**config.mk**
```make
export PLATFORM = sky130hd
export DESIGN_NAME = key_debouncer
export DESIGN_NICKNAME = d
export VERILOG_FILES = /design/src/rtl/key_debouncer.sv
export SDC_FILE = /design/constraint.sdc
export NUM_CORES = 1
export LEC_CHECK = 0
export CAP_MARGIN = 20
export CORE_ASPECT_RATIO = 0.6
export CORE_UTILIZATION = 50
export DETAILED_ROUTE_END_ITERATION = 8
export MAX_ROUTING_LAYER = met4
export PLACE_DENSITY_LB_ADDON = 0.15
export RECOVER_POWER = 50
export SYNTH_ARGS = -nofsm -noshare
export SYNTH_HDL_FRONTEND = slang
export SYNTH_SLANG_ARGS = --single-unit
```
**constraint.sdc**
```tcl
create_clock -name clk -period 3.24 [get_ports clk]
set_input_delay 0.324 -clock clk [delete_from_list [all_inputs] [get_ports clk]]
set_output_delay 0.324 -clock clk [all_outputs]
set_load 0.02 [all_outputs]
```
**src/rtl/key_debouncer.sv**
```systemverilog
// key_debouncer: conditions raw active-low pushbuttons into a clean pressed
// level with one-cycle press / release pulses and optional auto-repeat pulses.
// Each key channel is fully independent: synchroniser, debounce counter and
// repeat state machine are replicated per key.

module key_debouncer #(
  parameter int NUM_KEYS        = 4,
  parameter int DEBOUNCE_CYCLES = 1000000,
  parameter int REPEAT_DELAY    = 25000000,
  parameter int REPEAT_PERIOD   = 10000000
) (
  input  logic                clk,
  input  logic                reset,
  input  logic [NUM_KEYS-1:0] key_n,
  output logic [NUM_KEYS-1:0] key_level,
  output logic [NUM_KEYS-1:0] key_press,
  output logic [NUM_KEYS-1:0] key_release,
  output logic [NUM_KEYS-1:0] key_repeat
);

  // Debounce counter sizing; DB_LAST is the count seen on the edge where the
  // next increment would reach DEBOUNCE_CYCLES, i.e. the acceptance edge.
  localparam int             DCW     = (DEBOUNCE_CYCLES > 1) ? $clog2(DEBOUNCE_CYCLES + 1) : 1;
  localparam logic [DCW-1:0] DB_LAST = DCW'(DEBOUNCE_CYCLES - 1);

  // Repeat counter must hold the larger of the two repeat intervals.
  localparam int             RPT_MAX   = (REPEAT_DELAY > REPEAT_PERIOD) ? REPEAT_DELAY : REPEAT_PERIOD;
  localparam int             RCW       = (RPT_MAX > 1) ? $clog2(RPT_MAX + 1) : 1;
  localparam logic [RCW-1:0] RD_VAL    = RCW'(REPEAT_DELAY);
  localparam logic [RCW-1:0] RP_VAL    = RCW'(REPEAT_PERIOD);
  localparam bit             REPEAT_EN = (REPEAT_DELAY > 0);

  typedef enum logic [1:0] {
    ST_IDLE,
    ST_DELAY,
    ST_REPEAT
  } rpt_state_e;

  for (genvar i = 0; i < NUM_KEYS; i++) begin : g_key
    logic            sync1_q, sync1_d;
    logic            sync2_q, sync2_d;
    logic            sample;
    logic [DCW-1:0]  db_cnt_q, db_cnt_d;
    logic            level_q, level_d;
    logic            press_q, press_d;
    logic            release_q, release_d;
    logic            repeat_q, repeat_d;
    logic            rise, fall;
    rpt_state_e      state_q, state_d;
    logic [RCW-1:0]  rpt_cnt_q, rpt_cnt_d;

    // Synchroniser chain, debounce counter and edge detection for this key.
    // NOTE: every signal gets a default at the top of the block, so no path
    // leaves a variable unassigned and no latch is inferred.
    always_comb begin
      sync1_d   = key_n[i];
      sync2_d   = sync1_q;
      sample    = ~sync2_q;
      level_d   = level_q;
      db_cnt_d  = '0;
      if (sample != level_q) begin
        if (db_cnt_q == DB_LAST) begin
          level_d = ~level_q;
        end else begin
          db_cnt_d = db_cnt_q + DCW'(1);
        end
      end
      rise      = level_d & ~level_q;
      fall      = ~level_d & level_q;
      press_d   = rise;
      release_d = fall;
    end

    // Auto-repeat state machine: a release acceptance always wins and
    // suppresses any repeat pulse that would have coincided with it.
    always_comb begin
      state_d   = state_q;
      rpt_cnt_d = rpt_cnt_q;
      repeat_d  = 1'b0;
      if (fall) begin
        state_d   = ST_IDLE;
        rpt_cnt_d = '0;
      end else begin
        case (state_q)
          ST_IDLE: begin
            if (rise && REPEAT_EN) begin
              state_d   = ST_DELAY;
              rpt_cnt_d = RCW'(1);
            end
          end
          ST_DELAY: begin
            if (rpt_cnt_q == RD_VAL) begin
              repeat_d  = 1'b1;
              state_d   = ST_REPEAT;
              rpt_cnt_d = RCW'(1);
            end else begin
              rpt_cnt_d = rpt_cnt_q + RCW'(1);
            end
          end
          ST_REPEAT: begin
            if (rpt_cnt_q == RP_VAL) begin
              repeat_d  = 1'b1;
              rpt_cnt_d = RCW'(1);
            end else begin
              rpt_cnt_d = rpt_cnt_q + RCW'(1);
            end
          end
          default: begin
            state_d   = ST_IDLE;
            rpt_cnt_d = '0;
          end
        endcase
      end
    end

    // State registers with synchronous reset; synchroniser resets to released.
    // NOTE: sequential state uses non-blocking assignments so every flop
    // samples its _d value from before this edge, independent of ordering.
    always_ff @(posedge clk) begin
      if (reset) begin
        sync1_q   <= 1'b1;
        sync2_q   <= 1'b1;
        db_cnt_q  <= '0;
        level_q   <= 1'b0;
        press_q   <= 1'b0;
        release_q <= 1'b0;
        repeat_q  <= 1'b0;
        state_q   <= ST_IDLE;
        rpt_cnt_q <= '0;
      end else begin
        sync1_q   <= sync1_d;
        sync2_q   <= sync2_d;
        db_cnt_q  <= db_cnt_d;
        level_q   <= level_d;
        press_q   <= press_d;
        release_q <= release_d;
        repeat_q  <= repeat_d;
        state_q   <= state_d;
        rpt_cnt_q <= rpt_cnt_d;
      end
    end

    assign key_level[i]   = level_q;
    assign key_press[i]   = press_q;
    assign key_release[i] = release_q;
    assign key_repeat[i]  = repeat_q;
  end

endmodule

```
==> results.json, run 1 <==
{
  "worst_slew_margin_rel_pct": 38.0,
  "detailedPlacementHpwl_um": 18200,
  "area_enclosed_by_the_die_boundary_um2": 22600,
  "cpPeakStageDelay_ns": 0.70,
  "post_drt_via_cell_ratio": 6.03,
  "worst_path_most_repeated_cell": "sky130_fd_sc_hd__clkbuf_1",
  "power.density_cell_area_nw_per_um2": 452,
  "cts_tree": "built",
  "crit_path_max_fanout": 18,
  "synth_edf_count": 0,
  "htree_num_levels": 1,
  "routed_wl_um": 26000,
  "status": "completed",
  "fin_nets": 1374,
  "synth.ff_latch_count": 212,
  "unrepaired_setup_endpoints_after_global_routing": "no",
  "leading_cell_type_in_the_layout_fill_and_taps_excluded": "sky130_fd_sc_hd__dfxtp_1",
  "hold_path_class": "in -> reg",
  "cp-startpoint": "reset",
  "core_region_area_um2": 21300,
  "synth_sequential_area_ratio_pct": 38.6,
  "slew_violations": 0,
  "grt-ovfl-total": 0,
  "regToRegSetupSlack_ns": 0.40,
  "critical_path.reg2reg.endpoint": "g_key[1].rpt_cnt_q[16]",
  "netlist-cell-type-count": 70,
  "met1_length_um": 14500,
  "path_buf_inv": 4,
  "start_kind": "primary input",
  "design.portCount": 22,
  "cp-end-kind": "flip-flop",
  "layout.cells.most_common_list": "sky130_fd_sc_hd__dfxtp_1 (212), sky130_fd_sc_hd__nor2_1 (138), sky130_fd_sc_hd__nand2_1 (136)",
  "timing.critical_path.to": "g_key[0].rpt_cnt_q[17]",
  "max-vdd-ir-drop_mv": 0.411,
  "synth.net_count": 1373,
  "drc": 0,
  "pnr_worst_setup_slack_ns": 0.388,
  "synthesis.instances": 1335,
  "synthToLayoutAreaGrowth_pct": 10.3,
  "wl_per_cell_um": 16.0,
  "cp_cell_sequence": "dlygate4sd3_1, clkbuf_1, clkbuf_1, a41o_1, nor2_1, clkbuf_1, a22oi_1, o31ai_1",
  "num-fill-cells": 1950,
  "antenna_violating_nets_post_route": 0,
  "max_cap_violations": 0,
  "antenna_violations_before_repair": 0,
  "drive_above_1_share_pct": 6.67,
  "worstRegToRegCells": 7,
  "critical_path_arrival_ns": 3.24,
  "clk_pin_slew_ns": 0.06,
  "syn-mean-instance-area_um2": 8.23,
  "final.setup.tns_ns": 0,
  "track_usage_pct": 23.9,
  "cts_root_buffer": "sky130_fd_sc_hd__clkbuf_16",
  "worst_pin_slew_ns": 0.930,
  "wl_met2_um": 9370,
  "leakagePower_nw": 3.94,
  "cp_top_family": "buffers and inverters",
  "start_util_pct": 51.6,
  "total_vias_in_the_final_route": 9827,
  "clk-insertion-delay-late_ns": 0.54,
  "setup.worst_path.class": "in -> reg",
  "port_buffers": 21,
  "cpMaxStageDelayCell": "sky130_fd_sc_hd__dlygate4sd3_1",
  "ys.flop_type": "sky130_fd_sc_hd__dfxtp_1",
  "first_global_vias": 8241,
  "number_of_clock_sinks": 212,
  "drt_pre_antenna_iters": 6,
  "grt_pass1_wl_um": 43500,
  "r2r-start": "g_key[1].db_cnt_q[9]",
  "setup_viol": 0,
  "required_ns": 3.62,
  "die_height_um": 117,
  "timing.final.crit_share_pct": 88.0,
  "num_rows": 41,
  "post-place-ws_ns": 0.340,
  "drt-initial-drc-count": 973,
  "global_placer_s_final_weighted_congestion": 0.900,
  "synth.cell_area_um2": 11000,
  "critical_path_depth": 8,
  "final.min_clock_period_ns": 2.85,
  "synth_warnings": 0,
  "grt_start_max_net_pins": 29,
  "synth-async-reset-ratio_pct": 0,
  "antennaDiodeCount": 0,
  "met3_length_um": 1740,
  "maxClockFrequency_mhz": 351,
  "route.top_layer_used": "met4",
  "final_cells": 1629,
  "hold_viol_final": 0,
  "placedCellCount": 1590,
  "die_x_um": 193,
  "max_clock_skew_ns": 0.0284,
  "cts_inserted_buffers": 22,
  "cts-root-to-sink-buffers": 3
}
-- kinds of logic (layout without fill, tap and decap cells) --
| logic type | Yosys count | count (layout) | synth area share [%] |
|---|---|---|---|
| AOI/OAI and AO/OA | 214 | 214 | 14.5 |
| adders and majority gates | 32 | 32 | 3.64 |
| and+or+nand+nor | 695 | 695 | 33.2 |
| muxes | 2 | 2 | 0.182 |
| DFF | 212 | 212 | 38.6 |
| buffers and inverters | 113 | 128 | 4.53 |
| xor gates and xnor gates | 67 | 67 | 5.34 |
-- cell usage after synthesis, drive strengths merged (15+ instances only) --
library cell	instances	share of area (%)
buf	24	1.5
o311ai	18	1.4
xnor2	32	2.5
a22oi	15	1.0
and3	46	2.6
nor3	36	1.6
nor4	19	1.3
nor2	139	4.8
nor4b	17	1.4
ha	32	3.6
nand3	121	5.6
nand4	57	3.2
xor2	35	2.8
inv	47	1.6
o31ai	25	1.7
or3	31	1.8
dfxtp	212	39
nand2	136	4.6
o21ai	22	1.0
or2	20	1.1
a21oi	35	1.6
clkbuf	42	1.4
-- stage by stage --
| step | area (um2) | power (W) | util (%) | hold slack, ns |
|---|---|---|---|---|
| detailed placement | 11400 | 0.00298 | 53.6 | 0.393 |
| CTS | 12100 | 0.00554 | 57.0 | 0.327 |
| global route | 12100 | 0.00569 | 57.0 | 0.340 |
| floorplan | 11000 | 0.00288 | - | 0.389 |
| global placement | 11400 | 0.00298 | 53.6 | 0.392 |
| finish | 12100 | 0.00548 | 57.0 | 0.345 |
-- routing by layer --
metal / vias to the layer above / global-route usage [%]
met5: - / -
met4: 0 / 4.59
met3: 27 / 3.61
met2: 295 / 29.7
met1: 4552 / 38.6
li1: 4953 / -
-- state kept, by name (all words and copies together), names as in the netlist --
register / flops
g_key.sync2_q: 4
g_key.repeat_q: 4
g_key.sync1_q: 4
g_key.db_cnt_q: 80
g_key.state_q: 8
g_key.press_q: 4
g_key.release_q: 4
g_key.rpt_cnt_q: 100
g_key.level_q: 4
-- final cells by class --
cell class                      count  area, um2  share of cell area (%)
Timing Repair Buffer               43        368                    3.03
Clock buffer                       31        634                    5.23
Sequential cell                   212       4240                    35.0
Inverter                           47        176                    1.45
Tap cell                          279        349                    2.88
Clock inverter                      7       87.6                   0.722
Multi-Input combinational cell   1010       6270                    51.7
-- what timing repair did --
item,CTS,global route
endpoints found under the setup margin,0,6
endpoints found under the hold margin,0,0
hold buffers,0,0
resized for setup,0,1
setup buffers,0,0
-- worst min path at each step --
| stage | from | to | slack [ns] | depth (start not counted) |
|---|---|---|---|---|
| 3_5_place_dp | g_key[3].sync1_q | g_key[3].sync2_q | 0.39 | 1 |
| 6_report | key_n[0] | g_key[0].sync1_q | 0.34 | 2 |
| 5_1_grt | key_n[0] | g_key[0].sync1_q | 0.34 | 2 |
| 2_1_floorplan | g_key[0].sync1_q | g_key[0].sync2_q | 0.39 | 1 |
| 3_3_place_gp | g_key[3].sync1_q | g_key[3].sync2_q | 0.39 | 1 |
| 4_1_cts | key_n[0] | g_key[0].sync1_q | 0.33 | 2 |
-- where the power goes --
part | leakage [nW] | internal, W | switching, W
sequential | 1.71 | 0.00262 | 0.0000176
clock | 0.353 | 0.00145 | 0.00110
combinational | 1.88 | 0.0000925 | 0.000197
total | 3.94 | 0.00417 | 0.00131
(Power assumes the default switching activity.)
==> run 2: changes to the inputs <==
- ABC_CLOCK_PERIOD_IN_PS: unset -> 2500
- GPL_TIMING_DRIVEN: unset -> 0
- clock period: 3.24 -> 2.5 ns (I/O delays scaled with it)
==> results.json, run 2 (same netlist as run 1, synthesis figures left out) <==
{
  "critical_path.reg2reg.endpoint": "g_key[2].rpt_cnt_q[11]",
  "cp-end-kind": "flip-flop",
  "violations": "negative setup slack",
  "r2r-start": "g_key[2].db_cnt_q[7]",
  "required_ns": 2.96,
  "number_of_clock_sinks": 212,
  "num_rows": 41,
  "layout.cells.most_common_list": "sky130_fd_sc_hd__dfxtp_1 (199), sky130_fd_sc_hd__nor2_1 (136), sky130_fd_sc_hd__nand2_1 (135)",
  "cpPeakStageDelay_ns": 0.54,
  "detailedPlacementHpwl_um": 19700,
  "setup_viol": 1,
  "max-vdd-ir-drop_mv": 0.514,
  "cp-startpoint": "g_key[2].db_cnt_q[7]",
  "cts-root-to-sink-buffers": 3,
  "hold_viol_final": 0,
  "total_vias_in_the_final_route": 10200,
  "start_kind": "flip-flop",
  "max_cap_violations": 0,
  "top_register": "g_key.rpt_cnt_q",
  "core_region_area_um2": 21300,
  "grt-ovfl-total": 0,
  "final.min_clock_period_ns": 2.50,
  "largest_register_ffs": 100,
  "drc": 0,
  "first_global_vias": 8854,
  "track_usage_pct": 25.6,
  "pnr_worst_setup_slack_ns": -0.00263,
  "num-fill-cells": 1883,
  "hold_path_class": "in -> reg",
  "die_x_um": 193,
  "antenna_violating_nets_post_route": 0,
  "setup.worst_path.class": "reg -> reg",
  "cts_root_buffer": "sky130_fd_sc_hd__clkbuf_16",
  "die_height_um": 117,
  "slew_violations": 0,
  "maxClockFrequency_mhz": 400,
  "area_enclosed_by_the_die_boundary_um2": 22600,
  "drive_above_1_share_pct": 12.9,
  "start_util_pct": 51.6,
  "cts_inserted_buffers": 22,
  "wl_per_cell_um": 16.6,
  "status": "finished with violations",
  "grt_pass1_wl_um": 46400,
  "cp_top_family": "simple AND/OR/NAND/NOR gates",
  "leakagePower_nw": 4.34,
  "fin_nets": 1430,
  "timing.critical_path.to": "g_key[2].rpt_cnt_q[11]",
  "routed_wl_um": 27900,
  "timing.final.crit_share_pct": 100,
  "antennaDiodeCount": 0,
  "post-place-ws_ns": -0.561,
  "unrepaired_setup_endpoints_after_global_routing": "yes",
  "final.setup.tns_ns": -0.00263,
  "cp_cell_sequence": "or4b_4, nor4_4, buf_4, a31oi_4, a2111o_1, or4_1, nand3_1",
  "clk_pin_slew_ns": 0.07,
  "worstRegToRegCells": 7,
  "design_power_total_w": 0.00724,
  "cpMaxStageDelayCell": "sky130_fd_sc_hd__or4b_4",
  "design.portCount": 22,
  "power.density_cell_area_nw_per_um2": 564,
  "cts_tree": "built",
  "clk-insertion-delay-late_ns": 0.52,
  "reg.largest.list": "g_key.rpt_cnt_q x100, g_key.db_cnt_q x80, g_key.state_q x8",
  "antenna_violations_before_repair": 0,
  "critical_path_depth": 7,
  "global_placer_s_final_weighted_congestion": 0.959,
  "max_clock_skew_ns": 0.0186,
  "crit_path_max_fanout": 6,
  "leading_cell_type_in_the_layout_fill_and_taps_excluded": "sky130_fd_sc_hd__dfxtp_1",
  "grt_start_max_net_pins": 20,
  "regToRegSetupSlack_ns": -0.003,
  "drt-initial-drc-count": 1091,
  "synthToLayoutAreaGrowth_pct": 16.7,
  "port_buffers": 21,
  "drt_pre_antenna_iters": 9,
  "worst_slew_margin_rel_pct": 45.3,
  "worst_pin_slew_ns": 0.812,
  "path_buf_inv": 1,
  "htree_num_levels": 1,
  "post_drt_via_cell_ratio": 6.06,
  "critical_path_arrival_ns": 2.96
}
## run 2: cell count changes in the layout (fill, tap and decap cells not counted), sizes merged
| cell | before | now |
|---|---|---|
| dlygate4sd3 | 17 | 13 |
| clkdlybuf4s50 | 4 | 8 |
| clkinvlp | 1 | 2 |
| clkbuf | 34 | 59 |
| buf | 19 | 48 |
| clkinv | 5 | 6 |
| inv | 47 | 48 |
| bufinv | 1 | 2 |
## run 2: through the flow
stage	hold slack, ns	std cells	utilization, %	cell area, um2
2_1_floorplan	0.354	1335	-	11000
3_3_place_gp	0.394	1635	54.3	11600
3_5_place_dp	0.393	1635	54.3	11600
4_1_cts	0.266	1681	59.0	12600
5_1_grt	0.290	1687	60.3	12800
6_report	0.287	1687	60.3	12800
## run 2: timing repair
item / in CTS / in global routing
hold endpoints to repair: 0 / 0
setup endpoints to repair: 116 / 102
hold buffers: 0 / 0
gates cloned: 1 / 0
buffers inserted: 12 / 10
gates resized for setup: 49 / 61
pin swaps: 16 / 18
## run 2: worst min path at each step
stage	from	to	slack (ns)	depth (start not counted)
6_report	key_n[3]	g_key[3].sync1_q	0.29	2
5_1_grt	key_n[0]	g_key[0].sync1_q	0.29	2
4_1_cts	key_n[3]	g_key[3].sync1_q	0.27	2
3_5_place_dp	g_key[0].sync1_q	g_key[0].sync2_q	0.39	1
3_3_place_gp	g_key[2].sync1_q	g_key[2].sync2_q	0.39	1
2_1_floorplan	key_n[0]	g_key[0].sync1_q	0.35	1
## run 2: area by class of cell
class / instances / area, um2 / share of cell area, %
clock inverters: 11 / 128 / 0.994
multi-input cells: 1010 / 6600 / 51.4
flip-flops and latches: 212 / 4260 / 33.2
well taps: 279 / 349 / 2.72
inverters: 47 / 176 / 1.37
repair buffers: 44 / 387 / 3.01
clock buffers: 29 / 617 / 4.81
plain buffers: 55 / 315 / 2.46
## run 2: power breakdown
| group | internal [W] | leakage, nW | switching, W | total (W) |
|---|---|---|---|---|
| clock network | 0.00196 | 0.364 | 0.00141 | 0.00337 |
| logic | 0.000151 | 2.25 | 0.000292 | 0.000443 |
| registers | 0.00340 | 1.72 | 0.0000233 | 0.00342 |
## run 2: per-layer routing
metal | share of wire, % | track usage, % | routed length [um] | up-vias
met5 | 0 | - | 0 | -
met4 | 1.3 | 4.80 | 359 | 0
met3 | 7.9 | 4.15 | 2200 | 36
met2 | 37 | 32.4 | 10300 | 390
met1 | 54 | 40.8 | 15100 | 4732
li1 | - | - | - | 5057
==> run 3: changes to the inputs <==
- ABC_AREA: unset -> 1
==> results.json, run 3 <==
{
  "final.setup.tns_ns": 0,
  "ys.flop_type": "sky130_fd_sc_hd__dfxtp_1",
  "quantity_of_hold_fixing_buffers_added_after_cts": 0,
  "met1_length_um": 17800,
  "start_kind": "flip-flop",
  "global_placer_s_final_weighted_congestion": 0.926,
  "required_ns": 2.90,
  "final.min_clock_period_ns": 2.36,
  "regToRegSetupSlack_ns": 0.14,
  "antenna_violating_nets_post_route": 0,
  "grt_start_max_net_pins": 16,
  "post_drt_via_cell_ratio": 5.25,
  "area_enclosed_by_the_die_boundary_um2": 26600,
  "htree_num_levels": 1,
  "routed_wl_um": 33600,
  "drt_pre_antenna_iters": 5,
  "num_rows": 45,
  "detailedPlacementHpwl_um": 25400,
  "port_buffers": 21,
  "antenna_violations_before_repair": 0,
  "grt_pass1_wl_um": 56100,
  "worstHoldPathCells": 2,
  "die_height_um": 127,
  "worst_slew_margin_rel_pct": 52.6,
  "fraction_of_post_synthesis_cell_area_in_the_top_cell_type_by_area_pct": 32.8,
  "core_region_area_um2": 25300,
  "hold_viol_final": 0,
  "netlist-cell-type-count": 48,
  "critical_path.reg2reg.endpoint": "g_key[3].rpt_cnt_q[6]",
  "wl_per_cell_um": 13.7,
  "cts_root_buffer": "sky130_fd_sc_hd__clkbuf_16",
  "synth.cell_area_um2": 12900,
  "cts_inserted_buffers": 22,
  "wl_met2_um": 12700,
  "reg.largest.list": "g_key.rpt_cnt_q x100, g_key.db_cnt_q x80, g_key.state_q x8",
  "setup.worst_path.class": "reg -> reg",
  "worstRegToRegCells": 9,
  "utilization_pct": 56.2,
  "synth.net_count": 2097,
  "status": "completed",
  "total_vias_in_the_final_route": 12800,
  "largest_register_ffs": 100,
  "max_clock_skew_ns": 0.0239,
  "antennaDiodeCount": 0,
  "synth.ff_latch_count": 212,
  "critical_path_arrival_ns": 2.77,
  "final_cells": 2447,
  "drive_above_1_share_pct": 7.46,
  "worst_min_path_start": "key_n[2]",
  "design.portCount": 22,
  "most_common_library_cells_after_synthesis": "sky130_fd_sc_hd__nand2_1 (556), sky130_fd_sc_hd__nor2_1 (315), sky130_fd_sc_hd__inv_1 (243)",
  "slew_violations": 0,
  "first_global_vias": 11200,
  "cts_setup_buffers": 0,
  "cts-root-to-sink-buffers": 3,
  "drt-initial-drc-count": 1167,
  "track_usage_pct": 26.2,
  "number_of_clock_sinks": 212,
  "synth_area_leaders": "sky130_fd_sc_hd__dfxtp_1 (33%), sky130_fd_sc_hd__nand2_1 (16%), sky130_fd_sc_hd__nor2_1 (9.1%)",
  "placedCellCount": 2409,
  "synth_warnings": 0,
  "post-synth-top-count-cell": "sky130_fd_sc_hd__nand2_1",
  "cts_tree": "built",
  "holdPathEnd": "g_key[2].sync1_q",
  "worst_pin_slew_ns": 0.706,
  "timing.final.crit_share_pct": 94.6,
  "clk-insertion-delay-late_ns": 0.53,
  "cts_repair_resize_count": 0,
  "route.top_layer_used": "met4",
  "synth.largest_area_cell": "sky130_fd_sc_hd__dfxtp_1",
  "hold_path_class": "in -> reg",
  "setup_viol": 0,
  "num-fill-cells": 2464,
  "drc": 0,
  "clk_pin_slew_ns": 0.06,
  "synth-async-reset-ratio_pct": 0,
  "r2r-start": "g_key[3].db_cnt_q[0]",
  "max_cap_violations": 0,
  "grt-ovfl-total": 0,
  "maxClockFrequency_mhz": 423,
  "synth_edf_count": 0,
  "die_x_um": 210,
  "cp-end-kind": "flip-flop",
  "crit_path_max_fanout": 10,
  "unrepaired_setup_endpoints_after_global_routing": "no",
  "top_register": "g_key.rpt_cnt_q",
  "fin_nets": 2142,
  "synthesis.instances": 2059,
  "start_util_pct": 51.1,
  "synth_sequential_area_ratio_pct": 32.8,
  "syn-mean-instance-area_um2": 6.29,
  "leading_cell_type_in_the_layout_fill_and_taps_excluded": "sky130_fd_sc_hd__nand2_1",
  "synthToLayoutAreaGrowth_pct": 10.0,
  "max-vdd-ir-drop_mv": 0.443,
  "power.density_cell_area_nw_per_um2": 485,
  "holdWs_ns": 0.280,
  "met3_length_um": 2740,
  "leakagePower_nw": 5.54,
  "layout.cells.most_common_list": "sky130_fd_sc_hd__nand2_1 (560), sky130_fd_sc_hd__nor2_1 (318), sky130_fd_sc_hd__inv_1 (244)"
}
run 3: logic make-up after synthesis:
logic type	Yosys count	share of synthesized area, %
adders and majority gates	32	3.09
and+or+nand+nor	1237	41.6
xor gates and xnor gates	37	2.50
buffers and inverters	332	11.3
AOI/OAI and AO/OA	209	8.67
DFF	212	32.8
run 3: how the worst max path moves through the flow:
| stage | from | cells after the start | end | slack (ns) |
|---|---|---|---|---|
| floorplan | g_key[0].db_cnt_q[0] | 11 | g_key[0].rpt_cnt_q[20] | 0.90 |
| global placement | reset | 8 | g_key[3].db_cnt_q[10] | 0.14 |
| detailed placement | reset | 8 | g_key[3].db_cnt_q[10] | 0.12 |
| CTS | g_key[3].db_cnt_q[0] | 9 | g_key[3].rpt_cnt_q[7] | 0.26 |
| global route | g_key[3].db_cnt_q[0] | 9 | g_key[3].rpt_cnt_q[7] | 0.02 |
| finish | g_key[3].db_cnt_q[0] | 9 | g_key[3].rpt_cnt_q[6] | 0.14 |
run 3: worst max-delay path, stage by stage (launching register included):
cell and delay [ns]:
sky130_fd_sc_hd__dfxtp_1 0.35, sky130_fd_sc_hd__ha_1 0.23, sky130_fd_sc_hd__nand3_2 0.12, sky130_fd_sc_hd__nor3_1 0.26
sky130_fd_sc_hd__nand4_1 0.31, sky130_fd_sc_hd__nand2_2 0.20, sky130_fd_sc_hd__clkbuf_1 0.54, sky130_fd_sc_hd__nand2_1 0.11
sky130_fd_sc_hd__nand2_1 0.08, sky130_fd_sc_hd__nor2_1 0.04
run 3: layer usage:
metal	vias up	global-route usage (%)
li1	6626	-
met1	5732	41.2
met2	458	34.7
met3	33	4.31
met4	0	3.91
met5	-	-
run 3: per-stage QoR:
stage               setup WS [ns]  power [W]  instance area, um2
floorplan                   0.902    0.00354               12900
finish                      0.136    0.00691               14200
global placement            0.141    0.00358               13600
detailed placement          0.117    0.00358               13600
global route               0.0238    0.00715               14200
CTS                         0.262    0.00700               14300
run 3: cell type report:
cell class | count | area [um2] | area share (%)
inverter | 265 | 1000 | 7.02
sequential | 212 | 4240 | 29.8
timing repair buffer | 21 | 210 | 1.48
multi-input combinational | 1515 | 7190 | 50.5
clock inverter | 8 | 135 | 0.949
buffer | 67 | 445 | 3.13
tap | 329 | 412 | 2.89
clock buffer | 30 | 601 | 4.22
run 3: power by group:
group | internal, W | switching, W | total (W)
combinational | 0.0000372 | 0.0000773 | 0.000114
sequential | 0.00338 | 0.00000330 | 0.00339
clock | 0.00200 | 0.00140 | 0.00340
